===== config.mk =====
export PLATFORM = sky130hd
export DESIGN_NAME = unid_min
export DESIGN_NICKNAME = d
export VERILOG_FILES = /design/src/rtl/cronometro_pkg.sv /design/src/rtl/seg7_dec.sv /design/src/rtl/unid_min.sv
export SDC_FILE = /design/constraint.sdc
export NUM_CORES = 1
export LEC_CHECK = 0
export ABC_AREA = 1
export ABC_CLOCK_PERIOD_IN_PS = 1800
export CAP_MARGIN = 20
export CORE_MARGIN = 8
export CORE_UTILIZATION = 35
export CTS_BUF_LIST = sky130_fd_sc_hd__clkbuf_8
export CTS_CLUSTER_SIZE = 14
export DETAILED_ROUTE_END_ITERATION = 7
export PLACE_DENSITY_LB_ADDON = 0.25
export SLEW_MARGIN = 20
export SYNTH_ARGS = -nofsm -noshare
export SYNTH_HDL_FRONTEND = slang
export SYNTH_HIERARCHICAL = 1
export SYNTH_SLANG_ARGS = --single-unit

===== constraint.sdc =====
create_clock -name CLK -period 1.8 [get_ports CLK]
set_input_delay 0.45 -clock CLK [delete_from_list [all_inputs] [get_ports CLK]]
set_output_delay 0.45 -clock CLK [all_outputs]
set_load 0.01 [all_outputs]

===== src/rtl/cronometro_pkg.sv =====
// -----------------------------------------------------------------------------
// cronometro_pkg
// Shared definitions for the stopwatch digit stages:
//   - state_t      : run/hold/stop control FSM encoding
//   - BCD_MAX      : largest legal BCD digit value
//   - SEG_*        : 7-segment patterns, bit order {a,b,c,d,e,f,g}, active-high
// No ports (package).
// -----------------------------------------------------------------------------
package cronometro_pkg;

    typedef enum logic [1:0] {
        ST_STOP = 2'd0,
        ST_RUN  = 2'd1,
        ST_HOLD = 2'd2
    } state_t;

    localparam logic [3:0] BCD_MAX = 4'd9;

    // Segment patterns: bit 6 = a ... bit 0 = g
    localparam logic [6:0] SEG_0     = 7'b1111110; // abcdef
    localparam logic [6:0] SEG_1     = 7'b0110000; // bc
    localparam logic [6:0] SEG_2     = 7'b1101101; // abdeg
    localparam logic [6:0] SEG_3     = 7'b1111001; // abcdg
    localparam logic [6:0] SEG_4     = 7'b0110011; // bcfg
    localparam logic [6:0] SEG_5     = 7'b1011011; // acdfg
    localparam logic [6:0] SEG_6     = 7'b1011111; // acdefg
    localparam logic [6:0] SEG_7     = 7'b1110000; // abc
    localparam logic [6:0] SEG_8     = 7'b1111111; // all
    localparam logic [6:0] SEG_9     = 7'b1111011; // abcdfg
    localparam logic [6:0] SEG_BLANK = 7'b0000000;

endpackage


===== src/rtl/seg7_dec.sv =====
// -----------------------------------------------------------------------------
// seg7_dec
// Combinational BCD to 7-segment decoder shared by all digit stages.
// Values above 9 blank every segment.
// Ports:
//   bcd_i  in  4  BCD digit
//   seg_o  out 7  segment drive {a,b,c,d,e,f,g}, active-high
// -----------------------------------------------------------------------------
module seg7_dec
    import cronometro_pkg::*;
(
    input  logic [3:0] bcd_i,
    output logic [6:0] seg_o
);

    always_comb begin
        seg_o = SEG_BLANK;
        case (bcd_i)
            4'd0:    seg_o = SEG_0;
            4'd1:    seg_o = SEG_1;
            4'd2:    seg_o = SEG_2;
            4'd3:    seg_o = SEG_3;
            4'd4:    seg_o = SEG_4;
            4'd5:    seg_o = SEG_5;
            4'd6:    seg_o = SEG_6;
            4'd7:    seg_o = SEG_7;
            4'd8:    seg_o = SEG_8;
            4'd9:    seg_o = SEG_9;
            default: seg_o = SEG_BLANK;
        endcase
    end

endmodule


===== src/rtl/unid_min.sv =====
// -----------------------------------------------------------------------------
// unid_min
// Units-of-minutes digit of the stopwatch. Holds a BCD digit that counts up or
// down on TICK while in RUN, emits a registered one-cycle CARRY (9->0, up) or
// BORROW (0->9, down), and owns the STOP/RUN/HOLD control FSM driven by the
// rising edge of START, plus CLR and LOAD.
//
// Optional build macro: UNID_MIN_SYNC_EN
//   defined   -> START, CLR, LOAD each pass a 2-flop synchronizer (+2 cycles)
//   undefined -> those inputs are used directly
//
// Ports:
//   CLK          in   1  clock, rising edge
//   RST          in   1  synchronous active-high reset
//   TICK         in   1  count event from the tens-of-seconds stage
//   START        in   1  start/stop button level (rising edge acts)
//   CLR          in   1  clear digit, return to STOP
//   LOAD         in   1  load LOAD_VAL (clamped to 9) in STOP/HOLD
//   LOAD_VAL     in   4  preset value
//   UP           in   1  1 = count up, 0 = count down
//   DIGIT        out  4  current BCD value
//   CARRY        out  1  one-cycle pulse on 9->0 counting up
//   BORROW       out  1  one-cycle pulse on 0->9 counting down
//   RUNNING      out  1  high in RUN
//   aum..gum     out  1  7-segment drive of DIGIT, active-high
//   state_dbg_o  out  2  current FSM state (debug observation)
//
// Handshake: none; TICK is a single-cycle strobe, acted on only in RUN and
// never queued. CARRY/BORROW are single-cycle strobes to the next stage.
// -----------------------------------------------------------------------------
module unid_min
    import cronometro_pkg::*;
(
    input  logic       CLK,
    input  logic       RST,
    input  logic       TICK,
    input  logic       START,
    input  logic       CLR,
    input  logic       LOAD,
    input  logic [3:0] LOAD_VAL,
    input  logic       UP,
    output logic [3:0] DIGIT,
    output logic       CARRY,
    output logic       BORROW,
    output logic       RUNNING,
    output logic       aum,
    output logic       bum,
    output logic       cum,
    output logic       dum,
    output logic       eum,
    output logic       fum,
    output logic       gum,
    output state_t     state_dbg_o
);

    // -------------------------------------------------------------------------
    // Control input conditioning
    // -------------------------------------------------------------------------
    logic start_s;
    logic clr_s;
    logic load_s;

`ifdef UNID_MIN_SYNC_EN
    logic [1:0] start_sync_q;
    logic [1:0] clr_sync_q;
    logic [1:0] load_sync_q;

    always_ff @(posedge CLK) begin
        if (RST) begin
            start_sync_q <= 2'b00;
            clr_sync_q   <= 2'b00;
            load_sync_q  <= 2'b00;
        end else begin
            start_sync_q <= {start_sync_q[0], START};
            clr_sync_q   <= {clr_sync_q[0], CLR};
            load_sync_q  <= {load_sync_q[0], LOAD};
        end
    end

    assign start_s = start_sync_q[1];
    assign clr_s   = clr_sync_q[1];
    assign load_s  = load_sync_q[1];
`else
    assign start_s = START;
    assign clr_s   = CLR;
    assign load_s  = LOAD;
`endif

    // -------------------------------------------------------------------------
    // START rising-edge detector
    // -------------------------------------------------------------------------
    logic start_prev_q;
    logic start_edge;

    always_ff @(posedge CLK) begin
        if (RST) start_prev_q <= 1'b0;
        else     start_prev_q <= start_s;
    end

    assign start_edge = start_s & ~start_prev_q;

    // -------------------------------------------------------------------------
    // FSM
    // -------------------------------------------------------------------------
    state_t state_q;
    state_t state_d;
    logic   load_eff;
    logic   count_en;

    // LOAD only acts outside RUN; when it acts it outranks a START edge.
    assign load_eff = load_s && (state_q != ST_RUN);
    // TICK is judged in the pre-transition state, so a START edge in RUN
    // still lets the coincident tick count.
    assign count_en = TICK && (state_q == ST_RUN);

    always_ff @(posedge CLK) begin
        if (RST) state_q <= ST_STOP;
        else     state_q <= state_d;
    end

    always_comb begin
        state_d = state_q;
        if (clr_s) begin
            state_d = ST_STOP;
        end else if (load_eff) begin
            state_d = state_q;
        end else if (start_edge) begin
            case (state_q)
                ST_STOP: state_d = ST_RUN;
                ST_RUN:  state_d = ST_HOLD;
                ST_HOLD: state_d = ST_RUN;
                default: state_d = ST_STOP;
            endcase
        end
    end

    always_comb begin
        RUNNING     = (state_q == ST_RUN);
        state_dbg_o = state_q;
    end

    // -------------------------------------------------------------------------
    // BCD counter with registered carry/borrow
    // -------------------------------------------------------------------------
    logic [3:0] digit_q;
    logic [3:0] digit_d;
    logic       carry_q;
    logic       carry_d;
    logic       borrow_q;
    logic       borrow_d;

    always_comb begin
        digit_d  = digit_q;
        carry_d  = 1'b0;
        borrow_d = 1'b0;
        if (clr_s) begin
            digit_d = 4'd0;
        end else if (load_eff) begin
            digit_d = (LOAD_VAL > BCD_MAX) ? BCD_MAX : LOAD_VAL;
        end else if (count_en) begin
            if (UP) begin
                if (digit_q >= BCD_MAX) begin
                    digit_d = 4'd0;
                    carry_d = 1'b1;
                end else begin
                    digit_d = digit_q + 4'd1;
                end
            end else begin
                if (digit_q == 4'd0) begin
                    digit_d  = BCD_MAX;
                    borrow_d = 1'b1;
                end else begin
                    digit_d = digit_q - 4'd1;
                end
            end
        end
    end

    always_ff @(posedge CLK) begin
        if (RST) begin
            digit_q  <= 4'd0;
            carry_q  <= 1'b0;
            borrow_q <= 1'b0;
        end else begin
            digit_q  <= digit_d;
            carry_q  <= carry_d;
            borrow_q <= borrow_d;
        end
    end

    assign DIGIT  = digit_q;
    assign CARRY  = carry_q;
    assign BORROW = borrow_q;

    // -------------------------------------------------------------------------
    // Segment drive, straight from the digit register
    // -------------------------------------------------------------------------
    logic [6:0] seg;

    seg7_dec u_seg7_dec (
        .bcd_i (digit_q),
        .seg_o (seg)
    );

    assign {aum, bum, cum, dum, eum, fum, gum} = seg;

endmodule

==> impl_metrics.tcl <==
set metrics [dict create \
    clk_pin_slew_ns 0.04 \
    synth_area_leaders "dfxtp_1 21%, nand2_1 17%, ha_1 14%, inv_1 8.1%, nor2_1 7.3%" \
    ir_worst_vdd_uv 449 \
    placementRows 18 \
    syn2layout_area_growth_pct 40.4 \
    rsz0062_at_grt "false" \
    synth_top_area_share_pct 20.5 \
    insertedDiodeCount 0 \
    grtUsageTotal_pct 10.4 \
    fp.coreArea_um2 2430 \
    cts_made_buffers 3 \
    ys_ff_latch 9 \
    critPathKind "reg -> out" \
    clock_path_buffers 2 \
    p_leak_nw 0.644 \
    yosys.area.top_type "dfxtp_1" \
    reg2reg_slack_ns 0.27 \
    crit_arrival_ns 1.28 \
    p_sw_share_pct 30.2 \
    startpoint_type "flip-flop" \
    place_area_um2 1210 \
    pwr-share-clk_pct 34.8 \
    synth_nets 157 \
    synth_xor_xnor_area_share_pct 2.00 \
    antenna_left 0 \
    worst_pin_slew_ns 0.237 \
    skew_ns 0.000441 \
    r2r-end "DIGIT[2]" \
    cts_root_buffer "clkbuf_8" \
    final_cells 203 \
    gp_congestion 0.794 \
    first_global_vias 901 \
    synthMostInstantiatedCell "nand2_1" \
    synth-simple-area-share_pct 42.2 \
    clk_latency_ns 0.23 \
    final_cell_area_um2 1230 \
    yosys_warnings 6 \
    nNetsFinal 195 \
    synthArstFlopShare_pct 0 \
    critPathMaxStageDelay_ns 0.32 \
    syn_avg_cell_area_um2 6.45 \
    p_int_mw 0.451 \
    synth_seq_area_share_pct 20.5 \
    r2r-start "DIGIT[1]" \
    setup_violations 0 \
    endpoint_kind "primary output" \
    synth_edf_count 0 \
    netlist_area_um2 877 \
    fin_crit_sh_pct 96.0 \
    die_w_um 66.1 \
    cpMostUsedCell "nand2_1" \
    io_pins 27 \
    maxCapViolations 0 \
    worstPathCellList "inv_1 > buf_4 > ha_1 > nand2_2 > nand2_1 > nand2_1 > nand2_1 > buf_2" \
    seq_area_um2 183 \
    routed_wl_mm 2.12 \
    worstPathMaxFanout 3 \
    cts_tree "yes" \
    comb_power_share_pct 32.2 \
    fillers 252 \
    crit_path_start "DIGIT[0]" \
    clock.fmax_ghz 0.578 \
    endpoint "fum" \
    final_layout_size_suffix_gt1_share_pct 22.0 \
    vias_per_cell 4.64 \
    synth_ff_type "dfxtp_1" \
    power_density_nw_per_um2 525 \
    syn_inst 136 \
    yosysUniqueCellTypes 21 \
    cp.buffers_inverters 3 \
    crit_cells 8 \
    place_worst_setup_slack_ns -0.125 \
    antenna_found_initial 0 \
    vias 941 \
    hold_class "reg -> reg" \
    drcViolationCount 0 \
    clock-sinks 9 \
    io_buffer_count 26 \
    synthMuxAreaShare_pct 0 \
    dp_cells 198 \
    first_pass_iters 4 \
    layout_min_cycle_time_ns 1.73 \
    p_seq_share_pct 33.0 \
    grt_max_degree 9 \
    hold_violations 0 \
    crit_required_ns 1.35 \
    die_y_um 66.1 \
    cp_top_family "flip-flops" \
    synth_common_cells "39 x nand2_1, 19 x inv_1, 17 x nor2_1, 10 x ha_1" \
    grt_pass1_wl_mm 3.74 \
    slowest_stage "dfxtp_2" \
    wl_per_cell_um 10.4 \
    synth_compound_area_share_pct 8.13 \
    dieArea_um2 4360 \
    overflow 0 \
    reg2reg_depth 10 \
    setup_ws_ns 0.0714 \
    multi_input_area_um2 587 \
    htreeDepth 1 \
    dpl.hpwl_mm 1.82 \
    start_util_pct 36.1 \
    slew_headroom_pct 84.2 \
    drv_slew 0 \
    switchingPower_mw 0.195 \
    synth_fa_ha_area_share_pct 14.3 \
    drtIter0Drc 32 \
    synth_top_family_by_area "simple AND/OR/NAND/NOR gates" \
    status "completed" \
]
flip-flops by register name (all words and copies together) (netlist names):
signal,flops
BORROW,1
CARRY,1
DIGIT,4
start_prev_q,1
state_dbg_o,2
cell type report:
class	count	share of cell area, %
multi-input combinational	103	47.7
timing repair buffer	35	23.5
sequential	9	14.8
inverter	22	7.32
clock buffer	3	3.35
tap	30	3.05
clock inverter	1	0.305
worst register-to-register path, stage by stage, from the launching register on:
cell and delay, ns:
dfxtp_2 0.32, buf_4 0.14, buf_4 0.15, inv_1 0.13, ha_1 0.25, nand3_4 0.10
nand2_2 0.05, nand2_1 0.07, nor2_1 0.09, nor2_1 0.05, nor2_1 0.10
through the flow:
| stage | hold slack, ns | TNS, ns | power [mW] | util, % |
|---|---|---|---|---|
| after floorplan | 0.518 | 0 | 0.341 | - |
| after global placement | 0.493 | -0.383 | 0.436 | 49.8 |
| after detailed placement | 0.502 | -0.615 | 0.441 | 49.8 |
| after CTS | 0.509 | 0 | 0.659 | 51.5 |
| after global routing | 0.539 | 0 | 0.691 | 50.6 |
| final | 0.506 | 0 | 0.646 | 50.6 |
what timing repair did:
action | CTS | global route
setup endpoints to repair | 9 | 6
setup buffers | 1 | 0
resized for setup | 24 | 8
hold buffers | 0 | 0
pin swaps | 0 | 1
how the worst min path moves through the flow:
| stage | startpoint | end | cells past startpoint |
|---|---|---|---|
| floorplan | state_dbg_o[0] | state_dbg_o[0] | 2 |
| finish | state_dbg_o[0] | state_dbg_o[0] | 2 |
| global route | state_dbg_o[0] | state_dbg_o[0] | 2 |
| global placement | state_dbg_o[0] | state_dbg_o[0] | 2 |
| CTS | state_dbg_o[0] | state_dbg_o[0] | 2 |
| detailed placement | state_dbg_o[0] | state_dbg_o[0] | 2 |
cells by family after synthesis:
family / after synthesis
adder cells (fa/ha/maj): 10
AND/OR/NAND/NOR: 78
buffers and inverters: 24
AO/OA/AOI/OAI: 13
XOR/XNOR: 2
flip-flops: 9
cells in the final DEF, fill, tap and decap left out, drive strengths merged:
cell type and instances:
dlygate4sd2 3, a21oi 5, ha 10, clkdlybuf4s50 16, nand3 12, nor2 19, clkbuf 6, buf 13
nand4 2, nand2 45, dfxtp 9, o211ai 1, inv 23, xnor2 2, o21ai 7
power groups by stage:
stage	clock network [mW]	logic (mW)	registers [mW]
after global routing	0.243	0.235	0.213
after CTS	0.230	0.216	0.213
after detailed placement	0	0.225	0.217
final	0.225	0.208	0.213
after floorplan	0	0.119	0.222
after global placement	0	0.220	0.217
metal layers:
layer	wire length (um)	up-vias	global-route usage (%)
met5	0	-	0
met4	11	0	3.20
met3	172	2	3.73
met2	1120	27	19.5
met1	821	416	10.4
li1	-	496	-
(Power assumes the default switching activity.)
==> RTL change: new RTL, same flow settings <==
Add an input register stage for `TICK`, `LOAD_VAL` and `UP`, without a reset; this delays them by one clock. The other inputs are not delayed to match. Comments in the files are not updated.
--- a/src/rtl/unid_min.sv
+++ b/src/rtl/unid_min.sv
@@ -53,6 +53,16 @@
     output state_t     state_dbg_o
 );
 
+    logic TICK_q;
+    logic [3:0] LOAD_VAL_q;
+    logic UP_q;
+
+    always_ff @(posedge CLK) begin
+        TICK_q     <= TICK;
+        LOAD_VAL_q <= LOAD_VAL;
+        UP_q       <= UP;
+    end
+
     // -------------------------------------------------------------------------
     // Control input conditioning
     // -------------------------------------------------------------------------
@@ -111,7 +121,7 @@
     assign load_eff = load_s && (state_q != ST_RUN);
     // TICK is judged in the pre-transition state, so a START edge in RUN
     // still lets the coincident tick count.
-    assign count_en = TICK && (state_q == ST_RUN);
+    assign count_en = TICK_q && (state_q == ST_RUN);
 
     always_ff @(posedge CLK) begin
         if (RST) state_q <= ST_STOP;
@@ -156,9 +166,9 @@
         if (clr_s) begin
             digit_d = 4'd0;
         end else if (load_eff) begin
-            digit_d = (LOAD_VAL > BCD_MAX) ? BCD_MAX : LOAD_VAL;
+            digit_d = (LOAD_VAL_q > BCD_MAX) ? BCD_MAX : LOAD_VAL_q;
         end else if (count_en) begin
-            if (UP) begin
+            if (UP_q) begin
                 if (digit_q >= BCD_MAX) begin
                     digit_d = 4'd0;
                     carry_d = 1'b1;
Function: changed (a bounded check fails within 4 cycles, from zero or initial values and one cycle with RST high).
==> RTL change against the original RTL <==
  * Non-clock buffer count rose by 1
  * Hold slack got worse by 0.0022 ns
  * Sequential cell count rose by 6
  * Register-to-register slack got worse by 0.15 ns
  * Power rose by 29%
  * Area after synthesis rose by 7.7%
  * Global-route usage fell by 0.11 points
  * Synthesized cell count fell by 1.5%
  * Worst setup slack got worse by 0.024 ns
  * Design area rose by 9.0%
  * Sequential share of layout area rose by 7.7 points
  * First-iteration DRC count rose to 2.7 times the old value
  * Wire length rose by 4.3%
  * Critical endpoint is now DIGIT[0]
  * Highest routed layer is now met3
==> RTL change: results (changes against the original RTL) <==
The run finished with clean final reports. The largest stage delay on the critical path came out at 0.52 ns (+0.20 ns). The share of final-layout standard cells stronger than drive strength 1 works out to 0.231 (+0.0116). The slew at the pin closest to its max-slew limit came out at 0.362 ns (+0.125 ns). The worst voltage drop across the vdd grid was 0.000815 V (+81%). The run gives 11 (+2) as the pin count of the biggest net entering global routing. The share of cell area taken by muxes after synthesis was 0 (unchanged); the via count of the first global-routing pass was 944 (+4.8%). The tools report the count of fill cells added during filler insertion as 283 (+12%). The initial detailed-routing violation count was 85 (+170%); the share of async-settable or async-resettable flops after synthesis was 0 (unchanged). The run gives 0.318 (+0.112) as the share of the yosys chip area belonging to registers.

Post-synthesis share of cell area spent on xor and xnor gates: 0.0185 (-0.00143). The average via count per standard cell is 4.57 (-1.4%), and the global-route wire length before repair is 3930 µm (+5.2%). The largest driver fanout on the critical path is 4 (+1). The number of unique standard cell types used by synthesis is 22 (+4.8%), and the number of H-tree branching levels is 1 (unchanged).

The fraction of the mapped netlist area in compound gates came out at 0.114 (+0.0326). The tools report the total clock buffers created by CTS as 3 (unchanged). The deepest clock path buffer count is 2 (unchanged), and the routed length per instance is 10.8 µm (+3.8%). The tools report the worst setup slack before clock tree synthesis as -0.148 ns (-0.0233 ns). Yosys attributes the largest share of cell area to sky130_fd_sc_hd__dfxtp_1, sky130_fd_sc_hd__nand2_1, sky130_fd_sc_hd__ha_1.

The run gives 195 (unchanged) as the number of nets in the final layout. The number of buffer cells added on primary ports works out to 26 (unchanged). The post-DP HPWL was 1790 µm (-1.5%); the adder-cell area share of the yosys netlist was 0.132 (-0.0102). The run gives 0.00129 mm² (+6.6%) as the placed instance area.

The cell type of the slowest stage on the worst timing path was sky130_fd_sc_hd__clkdlybuf4s50_1. The final setup skew was 0.000702 ns (+0.000262 ns); the clock-pin slew of the registers on the worst-case setup and hold paths was 0.06 ns (+0.02 ns). The net count after synthesis was 155 (-1.3%). By count the netlist is led by sky130_fd_sc_hd__nand2_1, sky130_fd_sc_hd__inv_1, sky130_fd_sc_hd__dfxtp_1.

The placer congestion estimate was 0.771 (-2.9%); the global-route usage over all layers was 0.103 (-0.00114). The tools report the cell leakage power as 0.000653 µW (+1.4%). Signal arrival time at the worst endpoint: 1.30 ns (+0.02 ns). The internal cell power is 600 µW (+33%), and the count of inserted antenna diode cells is 0 (unchanged).
==> RTL change: layout make-up <==
class / count / area share
inverter: 21 / 0.0587
clock inverter: 1 / 0.00280
tap: 31 / 0.0289
multi-input combinational: 97 / 0.422
clock buffer: 3 / 0.0308
sequential: 15 / 0.226
timing repair buffer: 36 / 0.231
==> RTL change: power groups by stage <==
stage	Clock [µW]	Combinational (µW)	Sequential (µW)
after floorplan	0	116	370
after detailed placement	0	227	365
final	254	218	358
after global routing	282	249	360
after global placement	0	222	365
after CTS	264	217	357
==> RTL change: metal layers <==
| layer | GRT usage | share of wire |
|---|---|---|
| met3 | 0.0262 | 0.041 |
| met1 | 0.132 | 0.47 |
| met5 | 0 | 0 |
| met2 | 0.172 | 0.49 |
| met4 | 0.0179 | 0 |
==> RTL change: path summary, 6_finish.rpt <==
path | slack (ns) | depth (start not counted) | end | startpoint
worst max-delay path | 0.05 | 3 | DIGIT[0] | DIGIT[0]$_SDFFE_PP0P_
worst max register to register | 0.12 | 10 | DIGIT[2]$_SDFFE_PP0P_ | DIGIT[0]$_SDFFE_PP0P_
worst min-delay path | 0.50 | 3 | state_dbg_o[1]$_SDFFE_PP0P_ | start_prev_q$_SDFF_PP0_
worst min register to register | 0.50 | 3 | state_dbg_o[1]$_SDFFE_PP0P_ | start_prev_q$_SDFF_PP0_
==> RTL change: critical path: cells and delay by family, from the launching register on <==
family                 cells  cell delay (ns)
buffers and inverters      3             0.72
DFF                        1             0.34
==> RTL change: logic make-up after synthesis <==
logic type,after synthesis
simple gates,66
fa+ha+maj,10
xor+xnor,2
buf+inv,22
flops,15
compound gates,19
==> RTL change: through the flow <==
stage / std cells / util
CTS: 204 / 0.500
global route: 204 / 0.504
floorplan: 134 / -
detailed placement: 198 / 0.485
global placement: 198 / 0.485
finish: 204 / 0.504
==> RTL change: repair_timing <==
item,in CTS,in global routing
buffers inserted,2,0
cloned,0,0
endpoints found under the setup margin,8,7
pin swaps,0,1
resized for setup,26,11
